[src/rtl/hazard_unit_p_pkg.sv]
// Shared definitions for the ID-stage hazard unit: opcodes, forward-select codes, FSM states.
package hazard_unit_p_pkg;
    localparam logic [5:0] OP_RTYPE = 6'b000000;
    localparam logic [5:0] OP_LW    = 6'b100011;
    localparam logic [5:0] OP_SW    = 6'b101011;
    localparam logic [5:0] OP_BEQ   = 6'b000100;
    localparam logic [5:0] OP_BNE   = 6'b000101;

    localparam logic [1:0] FWD_RF    = 2'b00;
    localparam logic [1:0] FWD_EXMEM = 2'b10;
    localparam logic [1:0] FWD_MEMWB = 2'b01;

    typedef enum logic [1:0] {ST_IDLE, ST_STALL, ST_FLUSH} hz_state_e;

    // Opcodes whose rt field is a source operand rather than a destination.
    function automatic logic reads_rt(input logic [5:0] op);
        return (op == OP_RTYPE) || (op == OP_SW) || (op == OP_BEQ) || (op == OP_BNE);
    endfunction
endpackage

[src/rtl/hazard_unit_p_fwd_sel.sv]
// Forward select for one EX operand; EX/MEM takes priority over MEM/WB.
module hz_fwd_sel
    import hazard_unit_p_pkg::*;
#(
    parameter int RA_W      = 5,
    parameter int ZERO_SKIP = 1
) (
    input  logic [RA_W-1:0] src,
    input  logic [RA_W-1:0] exmem_rd,
    input  logic            exmem_wr,
    input  logic [RA_W-1:0] memwb_rd,
    input  logic            memwb_wr,
    output logic [1:0]      sel
);
    logic src_ok;
    assign src_ok = !((ZERO_SKIP != 0) && (src == '0));

    always_comb begin
        sel = FWD_RF;
        if (src_ok && exmem_wr && (exmem_rd == src))
            sel = FWD_EXMEM;
        else if (src_ok && memwb_wr && (memwb_rd == src))
            sel = FWD_MEMWB;
    end
endmodule

[src/rtl/hazard_unit_p.sv]
// Load-use stall, branch flush and operand forwarding for the 5-stage core.
module hazard_unit_p
    import hazard_unit_p_pkg::*;
#(
    parameter int INS_W        = 32,
    parameter int RA_W         = 5,
    parameter int LOAD_PENALTY = 1,
    parameter int FLUSH_DEPTH  = 1,
    parameter int ZERO_SKIP    = 1
) (
    input  logic             clk,
    input  logic             rst,
    input  logic [INS_W-1:0] id_ins,
    input  logic [INS_W-1:0] ex_ins,
    input  logic             ex_valid,
    input  logic [RA_W-1:0]  exmem_rd,
    input  logic             exmem_wr,
    input  logic [RA_W-1:0]  memwb_rd,
    input  logic             memwb_wr,
    input  logic [RA_W-1:0]  ex_rs,
    input  logic [RA_W-1:0]  ex_rt,
    input  logic             branch_taken,
    output logic             stall,
    output logic             flush,
    output logic [INS_W-1:0] nop,
    output logic [1:0]       fwd_a,
    output logic [1:0]       fwd_b
);
    localparam int NUM_OPS = 2;

    hz_state_e  state;
    logic [2:0] count;

    logic [5:0] id_op, ex_op;
    logic [4:0] id_rs, id_rt, ex_ld_rt;
    logic       hazard;
    logic       unused_ins;

    assign id_op    = id_ins[31:26];
    assign id_rs    = id_ins[25:21];
    assign id_rt    = id_ins[20:16];
    assign ex_op    = ex_ins[31:26];
    assign ex_ld_rt = ex_ins[20:16];
    assign unused_ins = ^{id_ins, ex_ins};

    assign hazard = ex_valid && (ex_op == OP_LW)
                  && !((ZERO_SKIP != 0) && (ex_ld_rt == '0))
                  && ((id_rs == ex_ld_rt) || (reads_rt(id_op) && (id_rt == ex_ld_rt)));

    // Outputs are gated by rst so they fall the instant reset asserts, even with hazard inputs live.
    assign flush = !rst && (branch_taken || (state == ST_FLUSH));
    assign stall = !rst && !flush && ((state == ST_STALL) || ((state == ST_IDLE) && hazard));
    assign nop   = '0;

    always_ff @(posedge clk or posedge rst) begin
        if (rst) begin
            state <= ST_IDLE;
            count <= '0;
        end else if (branch_taken) begin
            if (FLUSH_DEPTH > 1) begin
                state <= ST_FLUSH;
                count <= 3'(FLUSH_DEPTH - 1);
            end else begin
                state <= ST_IDLE;
                count <= '0;
            end
        end else begin
            case (state)
                ST_IDLE: begin
                    if (hazard && (LOAD_PENALTY > 1)) begin
                        state <= ST_STALL;
                        count <= 3'(LOAD_PENALTY - 1);
                    end
                end
                ST_STALL, ST_FLUSH: begin
                    if (count <= 3'd1) begin
                        state <= ST_IDLE;
                        count <= '0;
                    end else begin
                        count <= count - 3'd1;
                    end
                end
                default: begin
                    state <= ST_IDLE;
                    count <= '0;
                end
            endcase
        end
    end

    logic [NUM_OPS-1:0][RA_W-1:0] op_src;
    logic [NUM_OPS-1:0][1:0]      op_sel;
    assign op_src = {ex_rt, ex_rs};

    for (genvar g = 0; g < NUM_OPS; g++) begin : g_fwd
        hz_fwd_sel #(.RA_W(RA_W), .ZERO_SKIP(ZERO_SKIP)) u_sel (
            .src      (op_src[g]),
            .exmem_rd (exmem_rd),
            .exmem_wr (exmem_wr),
            .memwb_rd (memwb_rd),
            .memwb_wr (memwb_wr),
            .sel      (op_sel[g])
        );
    end

    assign fwd_a = op_sel[0];
    assign fwd_b = op_sel[1];
endmodule

[config.mk]
export PLATFORM = sky130hd
export DESIGN_NAME = hazard_unit_p
export DESIGN_NICKNAME = d
export VERILOG_FILES = /design/src/rtl/hazard_unit_p_pkg.sv /design/src/rtl/hazard_unit_p_fwd_sel.sv /design/src/rtl/hazard_unit_p.sv
export SDC_FILE = /design/constraint.sdc
export NUM_CORES = 1
export LEC_CHECK = 0
export ABC_AREA = 1
export CAP_MARGIN = 20
export CORE_ASPECT_RATIO = 1.5
export CORE_UTILIZATION = 25
export DETAILED_ROUTE_END_ITERATION = 8
export PLACE_DENSITY_LB_ADDON = 0.15
export SYNTH_ARGS = -nofsm -noshare
export SYNTH_HDL_FRONTEND = slang
export SYNTH_SLANG_ARGS = --single-unit
[constraint.sdc]
create_clock -name clk -period 0.8 [get_ports clk]
set_input_delay 0.16 -clock clk [delete_from_list [all_inputs] [get_ports clk]]
set_output_delay 0.16 -clock clk [all_outputs]
set_load 0.02 [all_outputs]
Word level (Yosys, flattened, before mapping)
Index checks and enable logic that the tools add are counted.
- add/subtract/negate cells: 1
- multipliers: 0
- divide/modulo/power cells: 0
- order comparisons: 1
- equal/unequal tests: 14
- shift-type cells: 0
- muxes and demuxes: 10
- bitwise gates (word level): 0
- reduce and logical (&&, ||, !) cells: 34
- operators by type and width (kind ; number):
    $eq A5 B5 Y1 ; 6
    $logic_and A1 B1 Y1 ; 16
    $logic_not A5 Y1 ; 3
    $eq A6 B3 Y1 const B ; 2
    $eq A6 B6 Y1 const B ; 2
    $mux W2 ; 4
    $logic_not A6 Y1 ; 1
    $logic_or A1 B1 Y1 ; 6
    $mux W3 ; 2
    $pmux W3 S2 ; 1
    $logic_not A1 Y1 ; 5
    $pmux W2 S2 ; 1
    $le A3 B1 Y1 const B ; 1
    $ne A3 B3 Y1 const B ; 1
    $sub A3 B1 Y3 const B ; 1
    $eq A2 B1 Y1 const B ; 1
    $eq A2 B2 Y1 const B ; 1
    $logic_not A2 Y1 ; 1
    $mux W1 ; 2
    $ne A2 B2 Y1 const B ; 1
    $reduce_and A2 Y1 ; 1
    $reduce_or A2 Y1 ; 1
- register bits after elaboration: 5
- bits in latches: 0
- bits in writable memories: 0
- ROM bits: 0
- input port bits: 90
- output and inout bits: 38
- memories kept: 0

Longest topological paths before layout
Gate-level depths: netlist of run 1.
- depth after elaboration: 10
- depth in mapped cells: 8
- gate-level depth less buffers: 8

Hierarchy
From an unflattened synthesis of run 1, not the netlist that was laid out.
- cells, all modules: 227
- area total of the unflattened synthesis: 1013.5 um2
- by module, submodules not included (module ; instances ; cells an instance ; area an instance (um2)):
    hazard_unit_p ; 1 ; 105 ; 538.0
    hz_fwd_sel ; 2 ; 61 ; 237.7

Worst setup path before layout of run 1
No wires, ideal clock.
- kind: input to output
- from: input port exmem_rd[0]
- to: output port fwd_a[0]
- data arrival time: 961 ps
- data required time: 640 ps
- path slack: -321 ps
- cell stages on the path: 6
- cells stage by stage: inv_1 nor2_1 nor2_1 nand4_1 nor2_1 nor2_1
- longest elaborated chain between the ends: 3
- ends and longest elaborated chain (what ; RTL line ; RTL):
    from (decl) ; hazard_unit_p.sv:16 ; input logic [RA_W-1:0] exmem_rd,
    $eq A5 B5 Y1 ; hazard_unit_p_fwd_sel.sv:20 ; if (src_ok && exmem_wr && (exmem_rd == src))
    $logic_and A1 B1 Y1 ; hazard_unit_p_fwd_sel.sv:20 ;
    $mux W2 ; hazard_unit_p_fwd_sel.sv:20 ;
    to (decl) ; hazard_unit_p.sv:26 ; output logic [1:0] fwd_a,
No other way between the ends.

Worst setup path after layout of run 1
- from: input port ex_ins[16]
- to: output port stall
- longest elaborated chain between the ends: 7
- ends and longest elaborated chain (what ; RTL line ; RTL):
    from (decl) ; hazard_unit_p.sv:14 ; input logic [INS_W-1:0] ex_ins,
    $eq A5 B5 Y1 / $logic_not A5 Y1 (equally long branches) ; hazard_unit_p.sv:48, hazard_unit_p.sv:47 ;
    $logic_and A1 B1 Y1 / $logic_not A1 Y1 (equally long branches) ; hazard_unit_p.sv:48, hazard_unit_p.sv:47 ;
    $logic_or A1 B1 Y1 / $logic_and A1 B1 Y1 (equally long branches) ; hazard_unit_p.sv:48, hazard_unit_p.sv:47 ;
    $logic_and A1 B1 Y1 * ; hazard_unit_p.sv:48 ; && ((id_rs == ex_ld_rt) || (reads_rt(id_op) && (id_rt == ex_ld_rt)));
    $logic_and A1 B1 Y1 * ; hazard_unit_p.sv:52 ; assign stall = !rst && !flush && ((state == ST_STALL) || ((state == ST_IDLE) && hazard));
    $logic_or A1 B1 Y1 * ; hazard_unit_p.sv:52 ;
    $logic_and A1 B1 Y1 * ; hazard_unit_p.sv:52 ;
    to (decl) ; hazard_unit_p.sv:23 ; output logic stall,
Mark *: on every way between the ends. The rest lies on a longest branch, timed or not.

==> reports/metrics.csv, run 1 <==
metric;value;unit
1st-pass router iterations;4;
RSZ-0062 raised after global routing;yes;
most common cell after layout, fill and taps aside;nand2_1;
Setup violations, final;5;
I/O Buffers;58;
Layout area overhead;91.32;%
DRC viols;0;
kind of start point of the critical path;input pin;
final hold vios;0;
clock buffer count in the final layout;0;
worst vdd ir;202.0;uV
Syn Inst Count;172;
# rows;25;
HP Class;input pin to primary output;
Pwr per Cell Area;508.3;nW/um^2
Core Region;3222;sq um
worst endpoint data arrival time;0.98;ns
unique cell type count in the Yosys netlist;18;
Layout Nets;329;
Initial Util;0.2683;
antenna-violating nets left;0;
syn_area_per_cell;5.027;sq um
Fill cells;353;
first-pass GRT wire length;4153;um
setup ws final;-0.3435;ns
Overall Power;840.8;uW
most frequent cells in the layout;37 x nand2_1, 32 x conb_1, 25 x buf_6, 13 x inv_2, 13 x inv_1;
setup_tns;-1.475;ns
Min Clock Period, post-route;1.143;ns
# Max-Cap Violations;0;
die area;3702;sq um
largest net degree at the start of global routing;5;
aggregate routed wire length;2555;um
DR vias/cell;4.083;
CP max FO;3;
failing checks;negative setup slack;
crit path capture;stall;
Leak;0.0008883;uW
DP HPWL;2209;um
n_diodes;0;
sequential-to-total area share from yosys stat;0;
CP startpoint;ex_ins[16];
area occupied by multi-input gates;810.8;sq um
critical path class;input pin to primary output;
kind of end point of the critical path;primary output;
DR iter-0 viols;19;
io pins;128;
Seq cells;0;
chip height;74.03;um
GRT Total Usage;0.1393;
grt ovf;0;
number of global-route vias before repair;1045;
Chip Width;50.02;um
Syn. warnings;0;
initial antenna violation count;0;
Final Max Slew Viols;0;
outcome;finished, violations left;
WP data required;0.64;ns
via count;1131;
area of the mapped netlist;864.6;sq um
WL/cell;9.224;um
Register Area;0;sq um
layout cells sized above 1;0.4810;
final period utilization;1.429;
Achievable Freq;874.5;MHz
Routability Congestion;0.7670;
[per-layer routing]
metal,up-vias,global-route usage,share of wire
li1,586,-,-
met1,480,0.1501,0.38
met2,63,0.2933,0.54
met3,2,0.01227,0.077
met4,0,0.009524,0.0059
met5,-,0,0
[worst max-delay path, cell delays in order]
cell,delay [ns]
buf_6,0.09
inv_4,0.03
nand2_2,0.05
nand2_1,0.05
nor2_1,0.12
nand3_2,0.09
nor2_2,0.12
nor2_2,0.04
nor2_2,0.11
buf_6,0.12
[cell usage after synthesis]
master / instances / area [sq um]
inv_1: 24 / 90.09
clkinv_1: 1 / 3.750
inv_2: 7 / 26.28
o21ai_1: 4 / 20.02
o21bai_1: 1 / 7.510
buf_4: 32 / 240.2
nor3_1: 1 / 5.000
nand4_1: 7 / 43.79
o211ai_1: 1 / 7.510
xnor2_1: 9 / 78.83
nor2_2: 1 / 6.260
o21ai_0: 1 / 5.000
nand2_1: 43 / 161.4
a21oi_1: 2 / 10.01
or2_0: 2 / 12.51
conb_1: 1 / 3.750
nor2_1: 26 / 97.59
nand3_1: 9 / 45.04
[cells by family (layout without fill, tap and decap cells)]
kind of cell / count (synthesis) / count (layout) / synth area share
AND/OR/NAND/NOR: 89 / 89 / 0.4298
buffers and inverters: 64 / 98 / 0.4168
AO/OA/AOI/OAI: 9 / 9 / 0.05789
XOR/XNOR: 9 / 9 / 0.09118
other: 1 / 32 / 0.004337
[through the flow]
stage | cell area [sq um] | std cells | hold slack (ns) | worst slack, ns | utilization
2_1_floorplan | 1076 | 203 | 0.3998 | -0.1099 | -
3_3_place_gp | 1519 | 276 | 1.366 | -1.304 | 0.4715
3_5_place_dp | 1519 | 276 | 1.363 | -1.302 | 0.4715
4_1_cts | 1511 | 276 | 0.6729 | -0.3727 | 0.4691
5_1_grt | 1654 | 277 | 0.6803 | -0.4854 | 0.5134
6_report | 1654 | 277 | 0.6704 | -0.3435 | 0.5134
[worst min path at each step]
stage                            start     to  slack [ns]  depth (start not counted)
after detailed placement  branch_taken  flush        1.36                          4
after global placement    branch_taken  flush        1.37                          4
after CTS                          rst  flush        0.67                          4
after global routing               rst  flush        0.68                          4
final                              rst  flush        0.67                          4
after floorplan                    rst  flush        0.40                          1
[final cells by class]
class,instances,area share
Multi-Input combinational cell,139,0.4902
Tap cell,40,0.03026
Timing Repair Buffer,66,0.3835
Inverter,32,0.09607
[timing repair]
item	CTS	global route
resized for setup	241	70
buffers inserted	0	1
pin swaps	59	38
hold buffers	0	0
endpoints found under the setup margin	6	5
[where the power goes]
part           internal, uW  switching, uW  total [uW]
clock network             0              0           0
logic                   397            443         841
registers                 0              0           0
total                   397            443         841
No activity file was read; power rests on OpenSTA's default activity.
==> run 2, diff against run 1 <==
==> constraint.sdc (replaced) <==
create_clock -name clk -period 1.3 [get_ports clk]
set_input_delay 0.26 -clock clk [delete_from_list [all_inputs] [get_ports clk]]
set_output_delay 0.26 -clock clk [all_outputs]
set_load 0.02 [all_outputs]
==> run 2 against run 1 <==
Against the previous run:
- the run still ends with negative setup slack left
- cell area is 18% lower
- die area stayed put
- power is 50% lower
- flip-flop and latch count stayed put
- setup slack better by 0.26 ns
- global-route usage is 0.67 points lower
- sequential share of layout area stayed put
- critical path depth is 3 lower
- final cell count is 1.4% lower
==> reports/metrics.csv, run 2 (synthesis gave the netlist of run 1 again) <==
metric;value;unit;change
outcome;finished, violations left;;unchanged
failing checks;negative setup slack;;unchanged
sw power;239.4;uW;was 443.4 uW
post-cts hold buffer count;0;;unchanged
HP Class;input pin to primary output;;unchanged
clock buffer count in the final layout;0;;unchanged
# rows;25;;unchanged
first-pass GRT wire length;3953;um;was 4153 um
most frequent cells in the layout;43 x nand2_1, 32 x conb_1, 25 x buf_2, 20 x inv_1, 20 x nor2_1;;was 37 x nand2_1, 32 x conb_1, 25 x buf_6, 13 x inv_2, 13 x inv_1
final core utilization;0.4210;;was 0.5134
Seq cells;0;;unchanged
# Max-Cap Violations;0;;unchanged
chip height;74.03;um;unchanged
largest net degree at the start of global routing;5;;unchanged
Fill cells;385;;was 353
1st-pass router iterations;4;;unchanged
Setup violations, final;2;;was 5
most common cell after layout, fill and taps aside;nand2_1;;unchanged
Worst Path Buf+Inv;2;;was 3
WL/cell;9.238;um;was 9.224 um
DP HPWL;2122;um;was 2209 um
DR vias/cell;4.062;;was 4.083
Routability Congestion;0.8160;;was 0.7670
die area;3702;sq um;unchanged
Register Area;0;sq um;unchanged
Layout Nets;325;;was 329
worst vdd ir;125.9;uV;was 202.0 uV
Clk network pwr share;0;;about the same
slowest cell delay on critical path;0.24;ns;was 0.12 ns
layout cells sized above 1;0.3305;;was 0.4810
worst endpoint data arrival time;1.13;ns;was 0.98 ns
Pwr per Cell Area;312.9;nW/um^2;was 508.3 nW/um^2
Initial Util;0.2683;;unchanged
Layout area overhead;56.87;%;was 91.32%
n_diodes;0;;unchanged
cell-internal power;185.0;uW;was 397.3 uW
Chip Width;50.02;um;unchanged
GRT Total Usage;0.1326;;was 0.1393
WP data required;1.04;ns;was 0.64 ns
Core Region;3222;sq um;unchanged
via count;1109;;was 1131
io pins;128;;unchanged
antenna-violating nets left;0;;unchanged
part of the power in registers;0;;about the same
critical path class;input pin to primary output;;unchanged
Final Max Slew Viols;0;;unchanged
final hold vios;0;;unchanged
kind of end point of the critical path;primary output;;unchanged
CP max FO;2;;was 3
Achievable Freq;722.0;MHz;
grt ovf;0;;unchanged
switching share of power;0.5641;;was 0.5274
I/O Buffers;58;;unchanged
setup_tns;-0.09665;ns;was -1.475 ns
setup ws final;-0.08513;ns;was -0.3435 ns
RSZ-0062 raised after global routing;yes;;unchanged
initial antenna violation count;0;;unchanged
worst hold start;ex_ins[30];;was rst
Min Clock Period, post-route;1.385;ns;
DRC viols;0;;unchanged
kind of start point of the critical path;input pin;;unchanged
Inst Count DP;271;;was 276
Hold Path End;stall;;was flush
DR iter-0 viols;21;;was 19
final period utilization;1.065;;
CP dominant cell by count;nor2_1;;was nor2_2
Crit path max-delay family;simple AND/OR/NAND/NOR gates;;unchanged
Comb pwr share;1.000;;about the same
Leak;0.0008123;uW;was 0.0008883 uW
Hold Path Depth;5;;was 4
aggregate routed wire length;2522;um;was 2555 um
number of global-route vias before repair;981;;was 1045
CP max-delay cell;dlygate4sd2_1;;was nor2_1
final non-filler cell total;273;;was 277
cells along the critical path;dlygate4sd2_1 -> nand2_1 -> nand4_1 -> nor2_2 -> nor2_1 -> nor2_1 -> buf_4;;was buf_6 -> inv_4 -> nand2_2 -> nand2_1 -> nor2_1 -> nand3_2 -> nor2_2 -> nor2_2 -> nor2_2 -> buf_6
-- run 2: layout make-up --
type                            instances  area (sq um)  share of cell area
Inverter                               32         123.9             0.09133
Multi-Input combinational cell        139         704.4              0.5194
Timing Repair Buffer                   62         478.0              0.3524
Tap cell                               40         50.05             0.03690
-- run 2: worst max-delay path by stage --
stage | startpoint | endpoint | cells after the start | slack [ns]
after global routing | id_ins[24] | stall | 7 | -0.13
after global placement | ex_ins[20] | stall | 10 | -0.94
after CTS | ex_ins[28] | stall | 7 | -0.07
after floorplan | exmem_rd[0] | fwd_b[0] | 5 | 0.06
final | id_ins[24] | stall | 7 | -0.09
after detailed placement | ex_ins[20] | stall | 10 | -0.94
-- run 2: power groups by stage --
stage / clock network (uW) / logic, uW / registers, uW
after floorplan: 0 / 285 / 0
after global placement: 0 / 430 / 0
after detailed placement: 0 / 430 / 0
after CTS: 0 / 400 / 0
after global routing: 0 / 471 / 0
final: 0 / 424 / 0
-- run 2: what timing repair did --
action	CTS	global route
setup endpoints to repair	6	5
buffers inserted	2	0
pin swaps	63	33
resized for setup	206	28
gates cloned	0	0
-- run 2: layer usage --
metal | part of all wire | wire, um | GRT usage | vias to the layer above
met5 | 0 | 0 | 0 | -
li1 | - | - | - | 578
met2 | 0.52 | 1320 | 0.2711 | 69
met3 | 0.086 | 216 | 0.008180 | 6
met4 | 0.025 | 63 | 0.03492 | 0
met1 | 0.37 | 922 | 0.1418 | 456
-- run 2: through the flow --
stage	instance area (sq um)	hold WS, ns	setup WS, ns	power, uW
after detailed placement	1391	1.558	-0.9424	429.9
final	1356	0.9207	-0.08513	424.3
after floorplan	985.9	0.5998	0.06340	284.9
after CTS	1303	0.9718	-0.07336	400.0
after global placement	1391	1.561	-0.9384	430.3
after global routing	1356	0.9653	-0.1321	470.9
==> run 3, diff against run 2 <==
--- a/config.mk
+++ b/config.mk
@@ -7,7 +7,6 @@
 export LEC_CHECK = 0
 export ABC_AREA = 1
 export CAP_MARGIN = 20
-export CORE_ASPECT_RATIO = 1.5
 export CORE_UTILIZATION = 25
 export DETAILED_ROUTE_END_ITERATION = 8
 export PLACE_DENSITY_LB_ADDON = 0.15
==> run 3 against run 2 <==
Against the previous run:
- the flow still finishes with violations (negative setup slack)
- critical path type unchanged
- die area is 0.14% lower
- via count is 3.7% lower
- wire length is 9.2% lower
- clock-buffer cell count stayed put
- sequential share of layout area stayed put
==> reports/metrics.csv, run 3 (synthesis gave the netlist of run 1 again) <==
metric;value;unit;change
die area;3697;sq um;was 3702 sq um
HP Class;input pin to primary output;;unchanged
number of global-route vias before repair;880;;was 981
failing checks;negative setup slack;;unchanged
critical path class;input pin to primary output;;unchanged
Routability Congestion;0.8022;;was 0.8160
worst vdd ir;110.2;uV;was 125.9 uV
# Max-Cap Violations;0;;unchanged
grt ovf;0;;unchanged
dpl ws;-0.9137;ns;was -0.9424 ns
setup ws final;-0.003344;ns;was -0.08513 ns
final non-filler cell total;275;;was 273
Layout Nets;323;;was 325
GRT Total Usage;0.1188;;was 0.1326
aggregate routed wire length;2290;um;was 2522 um
Seq cells;0;;unchanged
CP max FO;2;;unchanged
kind of end point of the critical path;primary output;;unchanged
1st-pass router iterations;4;;unchanged
Achievable Freq;767.3;MHz;was 722.0 MHz
Register Area;0;sq um;unchanged
worst endpoint data arrival time;1.04;ns;was 1.13 ns
DP HPWL;2031;um;was 2122 um
most common cell after layout, fill and taps aside;nand2_1;;unchanged
RSZ-0062 raised after global routing;yes;;unchanged
worst hold start;ex_ins[30];;unchanged
WHS;0.9166;ns;was 0.9207 ns
area occupied by multi-input gates;696.9;sq um;was 704.4 sq um
Fill cells;387;;was 385
WL/cell;8.327;um;was 9.238 um
Pwr per Cell Area;309.3;nW/um^2;was 312.9 nW/um^2
outcome;finished, violations left;;unchanged
Core Region;3178;sq um;was 3222 sq um
DR iter-0 viols;20;;was 21
DRC viols;0;;unchanged
antenna-violating nets left;0;;unchanged
via count;1068;;was 1109
layout cells sized above 1;0.3593;;was 0.3305
Min Clock Period, post-route;1.303;ns;was 1.385 ns
WP data required;1.04;ns;about the same
kind of start point of the critical path;input pin;;unchanged
largest net degree at the start of global routing;5;;unchanged
most frequent cells in the layout;40 x nand2_1, 32 x conb_1, 26 x buf_2, 19 x nor2_1, 17 x inv_1;;was 43 x nand2_1, 32 x conb_1, 25 x buf_2, 20 x inv_1, 20 x nor2_1
post-cts hold buffer count;0;;unchanged
# rows;20;;was 25
Leak;0.0008087;uW;was 0.0008123 uW
n_diodes;0;;unchanged
Final Max Slew Viols;0;;unchanged
setup_tns;-0.003344;ns;was -0.09665 ns
I/O Buffers;58;;unchanged
final period utilization;1.003;;was 1.065
initial antenna violation count;0;;unchanged
DR vias/cell;3.884;;was 4.062
final hold vios;0;;unchanged
Layout area overhead;58.03;%;was 56.87%
Hold Path End;stall;;unchanged
Chip Width;60.81;um;was 50.02 um
Setup violations, final;1;;was 2
io pins;128;;unchanged
Inst Count DP;274;;was 271
first-pass GRT wire length;3505;um;was 3953 um
chip height;60.81;um;was 74.03 um
Initial Util;0.2720;;was 0.2683
Hold Path Depth;5;;unchanged
clock buffer count in the final layout;0;;unchanged
Overall Power;422.7;uW;was 424.3 uW
run 3: cell types whose count changed in the layout (fill, tap and decap cells not counted), sizes merged:
cell / before / now
buf: 46 / 47
dlygate4sd2: 7 / 8
clkbuf: 4 / 1
clkdlybuf4s15: 4 / 3
run 3: worst max path at each step:
stage / end / slack (ns) / from
after global placement: stall / -0.91 / ex_ins[16]
after detailed placement: stall / -0.91 / ex_ins[16]
after global routing: stall / -0.09 / id_ins[19]
final: stall / -0.003 / branch_taken
after floorplan: fwd_b[0] / 0.06 / exmem_rd[0]
after CTS: stall / -0.05 / ex_ins[16]
run 3: area by class of cell:
cell class,count,area share
Timing Repair Buffer,60,0.3553
Inverter,32,0.09432
Tap cell,44,0.04029
Multi-Input combinational cell,139,0.5101
run 3: where the power goes:
group,internal [uW],switching [uW],total [uW]
Sequential,0,0,0
Clock,0,0,0
Combinational,187,236,423
run 3: worst max-delay path: stages:
cell	delay, ns
dlygate4sd2_1	0.25
nor3_2	0.17
o211ai_1	0.11
nor2_1	0.11
buf_4	0.14
run 3: what timing repair did:
action | CTS | global route
buffers inserted | 1 | 0
setup endpoints to repair | 6 | 4
gates resized for setup | 218 | 34
pin swaps | 61 | 35
run 3: routing by layer:
metal	GRT usage	wire length, um	up-vias
met2	0.2214	1120	49
met5	0	0	-
met1	0.1597	997	440
met3	0.006397	172	0
li1	-	-	579
met4	0	0	0
run 3: per-stage QoR:
step / util / cell area, sq um
floorplan: - / 985.9
global placement: 0.4370 / 1389
detailed placement: 0.4370 / 1389
CTS: 0.4024 / 1279
global route: 0.4299 / 1366
finish: 0.4299 / 1366
